## src/rtl/wb_arb_pkg.sv

```systemverilog
// Shared types and constants for the Wishbone round-robin arbiter.
// Holds the FSM encoding, Wishbone bus widths and cycle-type codes.
// Also holds the cyclic index helper used by the round-robin picker.
package wb_arb_pkg;

  localparam int WB_AW  = 32;
  localparam int WB_DW  = 32;
  localparam int WB_SW  = WB_DW / 8;
  localparam int WB_CW  = 3;
  localparam int WDOG_W = 8;

  typedef enum logic [1:0] {
    ST_IDLE  = 2'd0,
    ST_GRANT = 2'd1,
    ST_DRAIN = 2'd2
  } arb_state_t;

  localparam logic [WB_CW-1:0] CTI_CLASSIC = 3'b000;
  localparam logic [WB_CW-1:0] CTI_INCR    = 3'b010;
  localparam logic [WB_CW-1:0] CTI_EOB     = 3'b111;

  // Index 'off' positions after 'last', wrapping around n masters.
  function automatic int rr_next(input int last, input int off, input int n);
    return (last + off) % n;
  endfunction

endpackage

```

## src/rtl/wb_rr_arbiter_rr_pick.sv

```systemverilog
// Round-robin picker: first requester strictly after the last owner, cyclically.
// Latency: purely combinational, result valid in the same cycle as i_req.
// Backpressure: none; the caller decides when to register the pick.
module rr_pick
  import wb_arb_pkg::*;
#(
  parameter int NM = 4,
  localparam int IW = (NM > 1) ? $clog2(NM) : 1
) (
  input  logic [NM-1:0] i_req,
  input  logic [IW-1:0] i_last,
  output logic [NM-1:0] o_gnt,
  output logic          o_vld
);

  logic [IW-1:0] w_idx;

  // Scan from last+1 around to last itself; the first hit wins.
  always_comb begin
    o_gnt = '0;
    o_vld = 1'b0;
    w_idx = '0;
    for (int off = 1; off <= NM; off++) begin
      w_idx = IW'(rr_next(int'(i_last), off, NM));
      if (!o_vld && i_req[w_idx]) begin
        o_gnt[w_idx] = 1'b1;
        o_vld        = 1'b1;
      end
    end
  end

endmodule

```

## src/rtl/wb_rr_arbiter.sv

```systemverilog
// Round-robin Wishbone arbiter: NM masters share one slave, grant held per bus cycle.
// Latency: grant registered one cycle after cyc request; data/ack paths combinational.
// Backpressure: slave ack stalls the owner; watchdog errs the owner and drains a dead cycle.
module wb_rr_arbiter
  import wb_arb_pkg::*;
#(
  parameter int NM      = 4,
  parameter int TIMEOUT = 255
) (
  input  logic                sys_clk,
  input  logic                sys_rst,
  input  logic [NM*WB_AW-1:0] m_adr_i,
  input  logic [NM*WB_DW-1:0] m_dat_i,
  input  logic [NM*WB_SW-1:0] m_sel_i,
  input  logic [NM*WB_CW-1:0] m_cti_i,
  input  logic [NM-1:0]       m_we_i,
  input  logic [NM-1:0]       m_cyc_i,
  input  logic [NM-1:0]       m_stb_i,
  output logic [WB_DW-1:0]    m_dat_o,
  output logic [NM-1:0]       m_ack_o,
  output logic [NM-1:0]       m_err_o,
  output logic [WB_AW-1:0]    s_adr_o,
  output logic [WB_DW-1:0]    s_dat_o,
  output logic [WB_SW-1:0]    s_sel_o,
  output logic [WB_CW-1:0]    s_cti_o,
  output logic                s_we_o,
  output logic                s_cyc_o,
  output logic                s_stb_o,
  input  logic [WB_DW-1:0]    s_dat_i,
  input  logic                s_ack_i,
  output logic [NM-1:0]       grant_o
);

  localparam int IW = (NM > 1) ? $clog2(NM) : 1;
  localparam logic WDOG_EN = (TIMEOUT > 0);
  // Terminal count: the cycle in which a still-unacked strobe turns into err.
  localparam logic [WDOG_W-1:0] WDOG_LAST = (TIMEOUT > 0) ? WDOG_W'(TIMEOUT - 1) : '0;

  arb_state_t        r_state;
  logic [NM-1:0]     r_grant;
  logic [IW-1:0]     r_gidx;
  logic [IW-1:0]     r_last;
  logic [WDOG_W-1:0] r_wdog;

  logic [NM-1:0]     w_pick_gnt;
  logic              w_pick_vld;
  logic [IW-1:0]     w_pick_idx;
  logic              w_in_grant;
  logic              w_g_cyc;
  logic              w_g_stb;
  logic              w_timeout;

  rr_pick #(
    .NM (NM)
  ) u_pick (
    .i_req  (m_cyc_i),
    .i_last (r_last),
    .o_gnt  (w_pick_gnt),
    .o_vld  (w_pick_vld)
  );

  // Convert the one-hot pick into the index stored alongside the grant.
  always_comb begin
    w_pick_idx = '0;
    for (int k = 0; k < NM; k++) begin
      if (w_pick_gnt[k]) begin
        w_pick_idx = IW'(k);
      end
    end
  end

  assign w_in_grant = (r_state == ST_GRANT);
  assign w_g_cyc    = m_cyc_i[r_gidx];
  assign w_g_stb    = m_stb_i[r_gidx];
  // An ack in the terminal cycle takes precedence, so the err needs !s_ack_i.
  assign w_timeout  = WDOG_EN && w_in_grant && w_g_stb && !s_ack_i && (r_wdog == WDOG_LAST);

  // Arbitration FSM with grant register, last-owner pointer and watchdog counter.
  always_ff @(posedge sys_clk or negedge sys_rst) begin
    if (!sys_rst) begin
      r_state <= ST_IDLE;
      r_grant <= '0;
      r_gidx  <= '0;
      r_last  <= IW'(NM - 1);
      r_wdog  <= '0;
    end else begin
      case (r_state)
        ST_IDLE: begin
          r_wdog <= '0;
          if (w_pick_vld) begin
            r_grant <= w_pick_gnt;
            r_gidx  <= w_pick_idx;
            r_state <= ST_GRANT;
          end
        end
        ST_GRANT: begin
          if (!w_g_cyc) begin
            // Owner ended its bus cycle: one idle cycle follows before re-arbitration.
            r_state <= ST_IDLE;
            r_last  <= r_gidx;
            r_grant <= '0;
            r_wdog  <= '0;
          end else if (w_timeout) begin
            r_state <= ST_DRAIN;
            r_wdog  <= '0;
          end else if (s_ack_i || !w_g_stb) begin
            r_wdog <= '0;
          end else if (r_wdog != '1) begin
            // Saturate rather than wrap so a huge TIMEOUT can never alias to zero.
            r_wdog <= r_wdog + 1'b1;
          end
        end
        ST_DRAIN: begin
          // Slave is cut off; keep ownership until the errored master lets go.
          r_wdog <= '0;
          if (!w_g_cyc) begin
            r_state <= ST_IDLE;
            r_last  <= r_gidx;
            r_grant <= '0;
          end
        end
        default: begin
          r_state <= ST_IDLE;
          r_grant <= '0;
          r_wdog  <= '0;
        end
      endcase
    end
  end

  // Route the owner's request to the slave and the slave's ack back to the owner.
  always_comb begin
    s_adr_o = '0;
    s_dat_o = '0;
    s_sel_o = '0;
    s_cti_o = '0;
    s_we_o  = 1'b0;
    s_cyc_o = 1'b0;
    s_stb_o = 1'b0;
    m_ack_o = '0;
    for (int k = 0; k < NM; k++) begin
      if ((r_state != ST_IDLE) && (r_gidx == IW'(k))) begin
        s_adr_o    = m_adr_i[k*WB_AW +: WB_AW];
        s_dat_o    = m_dat_i[k*WB_DW +: WB_DW];
        s_sel_o    = m_sel_i[k*WB_SW +: WB_SW];
        s_cti_o    = m_cti_i[k*WB_CW +: WB_CW];
        s_we_o     = m_we_i[k];
        s_cyc_o    = w_in_grant & m_cyc_i[k];
        s_stb_o    = w_in_grant & m_stb_i[k];
        m_ack_o[k] = w_in_grant & s_ack_i;
      end
    end
  end

  assign m_err_o = w_timeout ? r_grant : '0;
  assign m_dat_o = s_dat_i;
  assign grant_o = r_grant;

endmodule

```

## config.mk

```make
export PLATFORM = sky130hd
export DESIGN_NAME = wb_rr_arbiter
export DESIGN_NICKNAME = d
export VERILOG_FILES = /design/src/rtl/wb_arb_pkg.sv /design/src/rtl/wb_rr_arbiter_rr_pick.sv /design/src/rtl/wb_rr_arbiter.sv
export SDC_FILE = /design/constraint.sdc
export NUM_CORES = 1
export LEC_CHECK = 0
export CORE_AREA = 2 2 174 176
export DETAILED_ROUTE_END_ITERATION = 7
export DIE_AREA = 0 0 176 178
export GPL_TIMING_DRIVEN = 0
export MAX_ROUTING_LAYER = met4
export PLACE_DENSITY = 0.56
export SLEW_MARGIN = 10
export SYNTH_ARGS = -nofsm -noshare
export SYNTH_HDL_FRONTEND = slang
export SYNTH_HIERARCHICAL = 1
export SYNTH_SLANG_ARGS = --single-unit
```

## constraint.sdc

```tcl
create_clock -name sys_clk -period 2.3 [get_ports sys_clk]
set_input_delay 0.46 -clock sys_clk [delete_from_list [all_inputs] [get_ports sys_clk]]
set_output_delay 0.46 -clock sys_clk [all_outputs]
set_load 0.02 [all_outputs]
```

# Word level (Yosys, flattened, before mapping)
# Index checks and enable logic that the tools add are counted.
dict set report totals {
  inputBits 331
  word_cells 149
  regBits 18
  output_inout_bits 118
}
dict set report classes {
  n_eq_ne 12
  bitwise 13
  muxes 77
  add_sub_neg 5
  order_cmp 9
  n_reduce_logical 28
}
# operator n
set ops {}
lappend ops {{$mux W32} 8}
lappend ops {{$mux W4} 11}
lappend ops {{$mux W8} 5}
lappend ops {{$mux W1} 31}
lappend ops {{$lt A2 B3 Y1 const B} 5}
lappend ops {{$logic_and A1 B1 Y1} 14}
lappend ops {{$bmux W1 S2} 6}
lappend ops {{$mux W2} 6}
lappend ops {{$mux W3} 4}
lappend ops {{$or A4 B4 Y4} 3}
lappend ops {{$and A1 B1 Y1} 9}
lappend ops {{$add A8 B1 Y8 const B} 1}
lappend ops {{$demux W1 S2} 4}
lappend ops {{$eq A8 B8 Y1 const B} 1}
lappend ops {{$ge A2 B1 Y1 const B} 4}
lappend ops {{$ne A8 B8 Y1 const B} 1}
lappend ops {{$pmux W4 S2} 1}
lappend ops {{$eq A2 B2 Y1 const B} 3}
lappend ops {{$pmux W2 S3} 1}
lappend ops {{$reduce_and A2 Y1} 3}
lappend ops {{$logic_not A1 Y1} 5}
lappend ops {{$ne A5 B2 Y1 const B} 1}
lappend ops {{$add A2 B1 Y2 const B} 2}
lappend ops {{$add A2 B2 Y2 const B} 2}
lappend ops {{other kinds (10)} 13}

# Logic depth before layout (Yosys ltp)
# Gate-level depths: netlist of the first run.
dict set report depth {
  ltp_word 16
  depth_mapped 10
  mapped_depth_nobuf 9
}

# By module
# The synthesis of the first run kept the hierarchy.
# module instances seq_area_each_um2 area_per_inst_um2 cells_each
set modules_own_cells {}
lappend modules_own_cells {wb_rr_arbiter 1 452.9 3513.4 315}
lappend modules_own_cells {rr_pick 1 0.0 415.4 48}

# Worst setup path before layout of the first run
# No wires, ideal clock.
dict set report synth_timing {
  path_kind {register to output}
  start {register r_gidx[1]}
  end {output port s_stb_o}
  stages_incl_launch_ff 6
  t_required_ns 1.840
  path_buffers 3
  path_slack_ns -0.211
  arrival_time_ns 2.051
  path_cell_list {dfrtp_1 > buf_2 > buf_2 > buf_2 > nor2_1 > a2111oi_0}
}
dict set report synth_via {
  elab_chain_cells 6
  word_cells_on_any_way 12
  cone_classes {eq/ne: 3; mux: 4; reduce/logical: 5}
}
# item line_no
set synth_rtl {}
lappend synth_rtl {{start: declaration} wb_rr_arbiter.sv:41} ;# logic [IW-1:0] r_gidx;
lappend synth_rtl {{start signal: assignment} wb_rr_arbiter.sv:92} ;# r_gidx <= w_pick_idx;
lappend synth_rtl {{$logic_not A2 Y1} wb_rr_arbiter.sv:142} ;# if ((r_state != ST_IDLE) && (r_gidx == IW'(k))) begin
lappend synth_rtl {{$logic_and A1 B1 Y1} wb_rr_arbiter.sv:142}
lappend synth_rtl {{$mux W1 (3 in a row)} wb_rr_arbiter.sv:142}
lappend synth_rtl {{$mux W1 (*)} wb_rr_arbiter.sv:142}
lappend synth_rtl {{end: declaration} wb_rr_arbiter.sv:28} ;# output logic s_stb_o,
# Every way passes the cells marked *; elsewhere a longest branch is shown, timed or not.

# Worst setup path after layout of the first run
dict set report layout_timing {
  start {register r_last[0]}
  end {register r_gidx[0]}
}
dict set report layout_via {
  word_cells_on_any_way 53
  cone_classes {add/sub: 4; order compare: 8; mux: 27; bitwise: 3; reduce/logical: 11}
}
# item line_no
set layout_lines {}
lappend layout_lines {{start: declaration} wb_rr_arbiter.sv:42} ;# logic [IW-1:0] r_last;
lappend layout_lines {{start signal: assignment} wb_rr_arbiter.sv:84} ;# r_last <= IW'(NM - 1);
lappend layout_lines {{start signal: assignment} wb_rr_arbiter.sv:100} ;# r_last <= r_gidx;
lappend layout_lines {{start signal: assignment} wb_rr_arbiter.sv:118} ;# r_last <= r_gidx;
lappend layout_lines {{branches (longest 12 deep; another with $lt A2 B3 Y1)} n/a}
lappend layout_lines {{$mux W4 (*)} wb_rr_arbiter_rr_pick.sv:25} ;# if (!o_vld && i_req[w_idx]) begin
lappend layout_lines {{via w_pick_gnt[3]} wb_rr_arbiter.sv:45} ;# logic [NM-1:0] w_pick_gnt;
lappend layout_lines {{$mux W2 (*)} wb_rr_arbiter.sv:66} ;# if (w_pick_gnt[k]) begin
# Mark *: on every way through the listed nets, which the timed path passes. The select of a mux whose other input is x is not followed.
# A chain may end at the register's enable or synchronous reset.

==> results of run 1 <==
## cells in the mapped netlist (2+ instances only)
library cell and number:
nor2b_1 74, mux4_2 73, buf_4 34, dfrtp_1 16, clkbuf_1 14, ha_1 14, inv_1 14, nor2_1 14
buf_2 11, nand2_1 11, a21oi_1 9, mux2i_1 9, nor3_1 8, nand4_1 7, and3_1 5, mux2_2 5
nand2b_1 5, a221o_1 4, a22o_1 3, xnor2_1 3, a211oi_2 2, a31oi_1 2, buf_6 2, dfstp_2 2
nand3_1 2, nand3b_1 2, or3b_1 2
## cell usage in the layout (no fill, tap or decap), types with 4 or more instances in the layout
cell	instances
nor3_2	6
dlygate4sd2_1	4
buf_4	69
nor2_1	12
nor2b_1	26
clkbuf_2	8
buf_6	62
clkdlybuf4s50_1	330
buf_12	10
inv_1	10
and3_1	5
nand2_1	11
nand4_1	7
buf_2	20
mux2i_1	7
nand2b_1	5
clkbuf_16	10
a21oi_1	9
ha_1	11
a221o_1	4
mux4_2	73
nor2b_4	48
dfrtp_1	16
## cell type report
class	count	area, sq um	area share, %
timing repair buffer	459	4610	47.0
multi-input combinational	270	3540	36.0
buffer	60	584	5.95
tap	390	488	4.97
sequential	18	453	4.61
clock buffer	4	78.8	0.803
inverter	14	60.1	0.612
antenna	2	5.00	0.0510
## critical path, cell delays in order, from the launching register on
cell and delay [ps]:
dfstp_2 560, clkinvlp_4 110, ha_4 290, mux2i_4 190
mux2_4 310, buf_6 120, mux2i_1 110, a221o_1 330
nor3_2 210, a21oi_1 60
## state kept, by name, summed over array words and instances (netlist names)
register  cells
r_state       2
r_wdog        8
r_gidx        2
r_last        2
grant_o       4
## cell families after synthesis
family                   Yosys count
AO/OA/AOI/OAI                     28
adder cells (fa/ha/maj)           14
multiplexers                      88
XOR/XNOR                           4
AND/OR/NAND/NOR                  136
buffers and inverters             75
flip-flops                        18
## timing repair
item / in CTS / in global routing
pin swaps: 8 / 7
hold endpoints to repair: 0 / 0
buffers inserted: 26 / 9
resized for setup: 468 / 188
setup endpoints to repair: 88 / 85
cloned: 2 / 6
## metrics by stage
step           TNS (ps)  utilization, %  hold slack [ps]
3_3_place_gp     -53480            29.2              506
3_5_place_dp     -54260            29.2              511
4_1_cts           -3650            30.5              516
2_1_floorplan         0               -              164
6_report          -2800            33.4              518
5_1_grt           -9030            33.4              549
## where the power goes
group | internal, mW | switching [mW]
registers | 0.402 | 0.0615
logic | 5.37 | 4.41
clock network | 0.236 | 0.134
## worst paths after layout
| check | startpoint | end | slack [ps] | cells after the start |
|---|---|---|---|---|
| worst max-delay path | r_last[0] | r_gidx[0] | -120 | 9 |
| min in group asynchronous | sys_rst | r_wdog[1] | 680 | 1 |
| worst max register to register | r_last[0] | r_gidx[0] | -120 | 9 |
| worst min register to register | r_wdog[7] | r_wdog[7] | 520 | 1 |
| max in group asynchronous | sys_rst | grant_o[3] | 1090 | 1 |
| worst min-delay path | r_wdog[7] | r_wdog[7] | 520 | 1 |
## routing by layer
layer	track usage, %	part of all wire (%)	vias to the layer above	wire length [um]
li1	-	-	2290	-
met1	19.8	42	2454	10900
met4	1.69	0.61	0	157
met3	2.00	6.0	9	1550
met2	25.0	51	214	13100
met5	-	0	-	0
==> flow_summary.json, run 1 <==
{
  "status": "finished, violations left",
  "violations": "setup timing",
  "design.die.area_sq_mm": 0.0313,
  "ys_types": 43,
  "seq_area_frac_synth_pct": 11.5,
  "synth_xor_area_share_pct": 0.892,
  "postSynthCellCount": 363,
  "rows": 63,
  "post-dp-hpwl_um": 21100,
  "synth_top_family_by_area": "multiplexers",
  "ios": 449,
  "worst_slack_ps": -117,
  "ctsHoldBuffers": 0,
  "drive_gt1_share_pct": 41.1,
  "clockBufferDepth": 2,
  "post-route-period-util_pct": 105,
  "drc": 0,
  "arrival_ps": 2550,
  "drt_pass1_iterations": 4,
  "synth_area_sq_mm": 0.00393,
  "numPortBuffers": 416,
  "skew_ps": 5.16,
  "ir_worst_vdd_v": 0.000491,
  "fmaxAchievable_mhz": 414,
  "startpoint_type": "register",
  "synthMuxAreaShare_pct": 46.2,
  "cts.clk_slew.worst_paths_ps": 60,
  "yosys.area.top_type": "mux4_2",
  "synth.avg_cell_area_sq_um": 10.8,
  "synth_compound_area_share_pct": 5.48,
  "cts_tree": "yes",
  "numCtsBuffers": 3,
  "post-place-ws_ps": -838,
  "synth_top_area_share_pct": 41.8,
  "htreeDepth": 1,
  "ys.flop_type": "dfrtp_1",
  "cap_violations": 0,
  "syn2layout_area_growth_pct": 150,
  "core_area_sq_mm": 0.0294,
  "min_period_ps": 2420,
  "final_cells": 1217,
  "ys_seq_elements": 18,
  "routed_wl_um": 25700,
  "cellPowerDensity_mw_per_mm2": 1080,
  "async_reset_ff_share_pct": 100,
  "grt_pass1_wl_um": 33600,
  "wl_per_cell_um": 21.2,
  "p_total_mw": 10.6,
  "drt_iter0_markers": 208,
  "p_leak_nw": 3.99,
  "vias": 4967,
  "end_kind": "register",
  "grt_start_max_net_pins": 19,
  "slew_viol_final": 0,
  "synth_edf_count": 0,
  "relSlewSlack_pct": 43.9,
  "hold_class": "register to register",
  "worst_pin_slew_ps": 839,
  "synthTopCellsByArea": "mux4_2 42%, nor2b_1 12%, dfrtp_1 10%",
  "syn-num-nets": 708,
  "crit_path_max_fanout": 4,
  "crit_type": "register to register",
  "grt_pass1_vias": 4858,
  "cts.sinks": 18,
  "via_per_inst": 4.08,
  "finalNetCount": 1171,
  "grt_use_total_pct": 14.9,
  "grt_antenna_before_repair": 1,
  "dpl-instance-area_sq_mm": 0.00859,
  "dp.cells": 1169,
  "fp.dieH_um": 178,
  "synth_fa_ha_area_share_pct": 4.46,
  "die_width_um": 176,
  "ys_warn_count": 6,
  "gr-total-overflow": 0,
  "fillCellCount": 2891,
  "fin_area_sq_mm": 0.00982,
  "worstPathRequired_ps": 2430,
  "initial_core_util_pct": 13.4,
  "synth-simple-area-share_pct": 20.3,
  "rsz0062_at_grt": "yes",
  "finalHoldViolCount": 0,
  "finalWeightedCongestion": 0.806,
  "cts_root_buffer": "clkbuf_16",
  "clock_latency_ps": 260,
  "setup_viol": 61,
  "detail-route-antenna-nets": 0
}
Note: power is estimated with default switching activity, not from simulation.
==> run 2, diff against run 1 <==
Settings changed: TNS_END_PERCENT from default to 100.
==> results of run 2 <==
No change in the layout: final DEF, timing and power equal those of run 1.
==> run 3, diff against run 2 <==
Settings changed: ABC_AREA from default to 1, CORE_AREA 2 2 174 176 to 2 2 176 178, DIE_AREA 0 0 176 178 to 0 0 178 180, PLACE_DENSITY 0.56 to 0.55.
==> flow_summary.json, run 3 <==
{
  "status": "finished, violations left",
  "violations": "setup timing",
  "mostFrequentLayoutCells": "334 x clkdlybuf4s50_1, 164 x nand2_1, 99 x inv_1",
  "synth_area_sq_mm": 0.00390,
  "layout_commonest_cell": "clkdlybuf4s50_1",
  "worst_slack_ps": -39.8,
  "synthMuxAreaShare_pct": 0,
  "postSynthCellCount": 678,
  "clockBufferDepth": 2,
  "fp.dieH_um": 180,
  "regMostFlops": "r_wdog",
  "synth_compound_area_share_pct": 19.0,
  "worstPathRequired_ps": 1840,
  "finalWeightedCongestion": 0.912,
  "post-place-ws_ps": -1340,
  "slew_viol_final": 0,
  "syn-num-nets": 1023,
  "synth_top_family_by_area": "simple AND/OR/NAND/NOR gates",
  "hold-worst-slack_ps": 536,
  "grt_pass1_vias": 6588,
  "cts_root_buffer": "clkbuf_16",
  "p_leak_nw": 4.61,
  "grt_start_max_net_pins": 19,
  "worst_pin_slew_ps": 830,
  "cellPowerDensity_mw_per_mm2": 1070,
  "fin_area_sq_mm": 0.0106,
  "ir_worst_vdd_v": 0.000336,
  "crit_family": "buffers and inverters",
  "grt_use_total_pct": 18.5,
  "crit_path_max_fanout": 6,
  "rows": 64,
  "ys.flop_type": "dfrtp_1",
  "numCtsBuffers": 3,
  "post-route-period-util_pct": 102,
  "ys_types": 31,
  "drt_iter0_markers": 263,
  "finalHoldViolCount": 0,
  "end_kind": "output pin",
  "initial_core_util_pct": 12.9,
  "core_area_sq_mm": 0.0302,
  "synth_fa_ha_area_share_pct": 4.50,
  "vias": 6544,
  "arrival_ps": 1880,
  "finalNetCount": 1483,
  "cp_slowest_stage_delay_ps": 380,
  "largest_reg_flops": 8,
  "dpl-instance-area_sq_mm": 0.00856,
  "clock_latency_ps": 260,
  "post-dp-hpwl_um": 23900,
  "drive_gt1_share_pct": 31.9,
  "numPortBuffers": 416,
  "routed_wl_um": 31700,
  "design.die.area_sq_mm": 0.0320,
  "ctsHoldBuffers": 0,
  "skew_ps": 2.96,
  "htreeDepth": 1,
  "synth.avg_cell_area_sq_um": 5.75,
  "cts_tree": "yes",
  "gr-total-overflow": 0,
  "min_period_ps": 2340,
  "cap_violations": 0,
  "yosys.area.top_type": "nand2_1",
  "rsz0062_at_grt": "yes",
  "ys_seq_elements": 18,
  "setup_viol": 11,
  "syn2layout_area_growth_pct": 171,
  "startpoint_type": "register",
  "detail-route-antenna-nets": 0,
  "crit_type": "register to output pin",
  "hold_class": "register to register",
  "cts.sinks": 18,
  "synth_xor_area_share_pct": 0.674,
  "crit_top_cell": "buf_12",
  "relSlewSlack_pct": 44.5,
  "synth_edf_count": 0,
  "synth-simple-area-share_pct": 42.6,
  "via_per_inst": 4.26,
  "grt_antenna_before_repair": 3,
  "crit_chain": "inv_2, ha_4, nor2_4, buf_8, buf_12, buf_12, nand2_4, o2111ai_4, buf_6",
  "ys_warn_count": 6,
  "grt_pass1_wl_um": 42800,
  "wl_per_cell_um": 20.6,
  "cp_num_buf_inv": 5,
  "synth_top_area_share_pct": 20.4,
  "fmaxAchievable_mhz": 427,
  "drt_pass1_iterations": 4,
  "cts.clk_slew.worst_paths_ps": 60,
  "ios": 449,
  "drc": 0,
  "yosys-top-cells-count": "212 x nand2_1, 103 x nand3_1, 102 x inv_1",
  "synthTopCellsByArea": "nand2_1 20%, o2111ai_1 16%, nand3_1 13%",
  "die_width_um": 178,
  "seq_area_frac_synth_pct": 11.6,
  "async_reset_ff_share_pct": 100,
  "yosys.cell_count.top_type": "nand2_1",
  "cp_slowest_cell": "dfrtp_1"
}
## run 3: changes by cell type after synthesis, moves of 6 or more
cell | before | now
nor2b_1 | 74 | 0
o21ai_0 | 1 | 13
nand2_2 | 1 | 10
o2111ai_1 | 1 | 72
nor2_1 | 14 | 29
mux4_2 | 73 | 0
nand2_1 | 11 | 212
mux2i_1 | 9 | 0
nand4_1 | 7 | 1
nand3_1 | 2 | 103
inv_1 | 14 | 102
buf_1 | 0 | 7
## run 3: through the flow
step	util [%]	cells	setup TNS [ps]	total power, mW
final	35.0	1536	-152	11.3
after detailed placement	28.3	1490	-70730	8.20
after floorplan	-	678	0	4.35
after global routing	35.0	1536	-2360	12.0
after global placement	28.3	1490	-70060	8.22
after CTS	31.4	1526	-234	9.87
## run 3: final cells by class
type                       count  area, sq um
inverter                     106          415
multi-input combinational    483         3640
fill                        3168        19600
timing repair buffer         458         4710
clock buffer                   4         88.8
tap                          396          495
buffer                        68          754
sequential                    18          453
antenna                        3         7.51
## run 3: cell families after synthesis
kind of cell	after synthesis
and+or+nand+nor	372
buffers and inverters	178
AOI/OAI and AO/OA	93
DFF	18
adders and majority gates	14
xor gates and xnor gates	3
## run 3: what timing repair did
item	CTS	global route
pin swaps	14	27
resized for setup	583	227
setup endpoints to repair	90	87
cloned	5	5
setup buffers	27	8
## run 3: routing by layer
metal	track usage (%)	vias to the layer above	routed length, um
li1	-	3160	-
met1	22.6	3085	13200
met2	31.5	263	15400
met3	3.60	36	2330
met4	3.84	0	665
met5	-	-	0
## run 3: report_power, final
| part | internal (mW) | switching [mW] | leakage [nW] | total, mW |
|---|---|---|---|---|
| logic | 4.80 | 5.67 | 4.32 | 10.5 |
| clock network | 0.265 | 0.133 | 0.0442 | 0.398 |
| registers | 0.402 | 0.0624 | 0.237 | 0.464 |
| total | 5.47 | 5.86 | 4.61 | 11.3 |
## run 3: worst register-to-register path, delay by kind of cell (launching register included)
kind	cells	cell delay [ps]
buffers and inverters	2	220
adders and majority gates	1	250
AOI/OAI and AO/OA	1	70
DFF	1	580
and+or+nand+nor	8	870
## run 3: worst paths after layout
kind | to | startpoint | slack [ps] | cells past startpoint
min in group asynchronous | r_wdog[4] | sys_rst | 680 | 1
max in group asynchronous | r_gidx[0] | sys_rst | 1100 | 1
worst max-delay path | s_adr_o[11] | r_state[0] | -40 | 9
worst max register to register | r_state[1] | r_last[1] | 180 | 12
worst min-delay path | grant_o[0] | grant_o[0] | 540 | 2
worst min register to register | grant_o[0] | grant_o[0] | 540 | 2
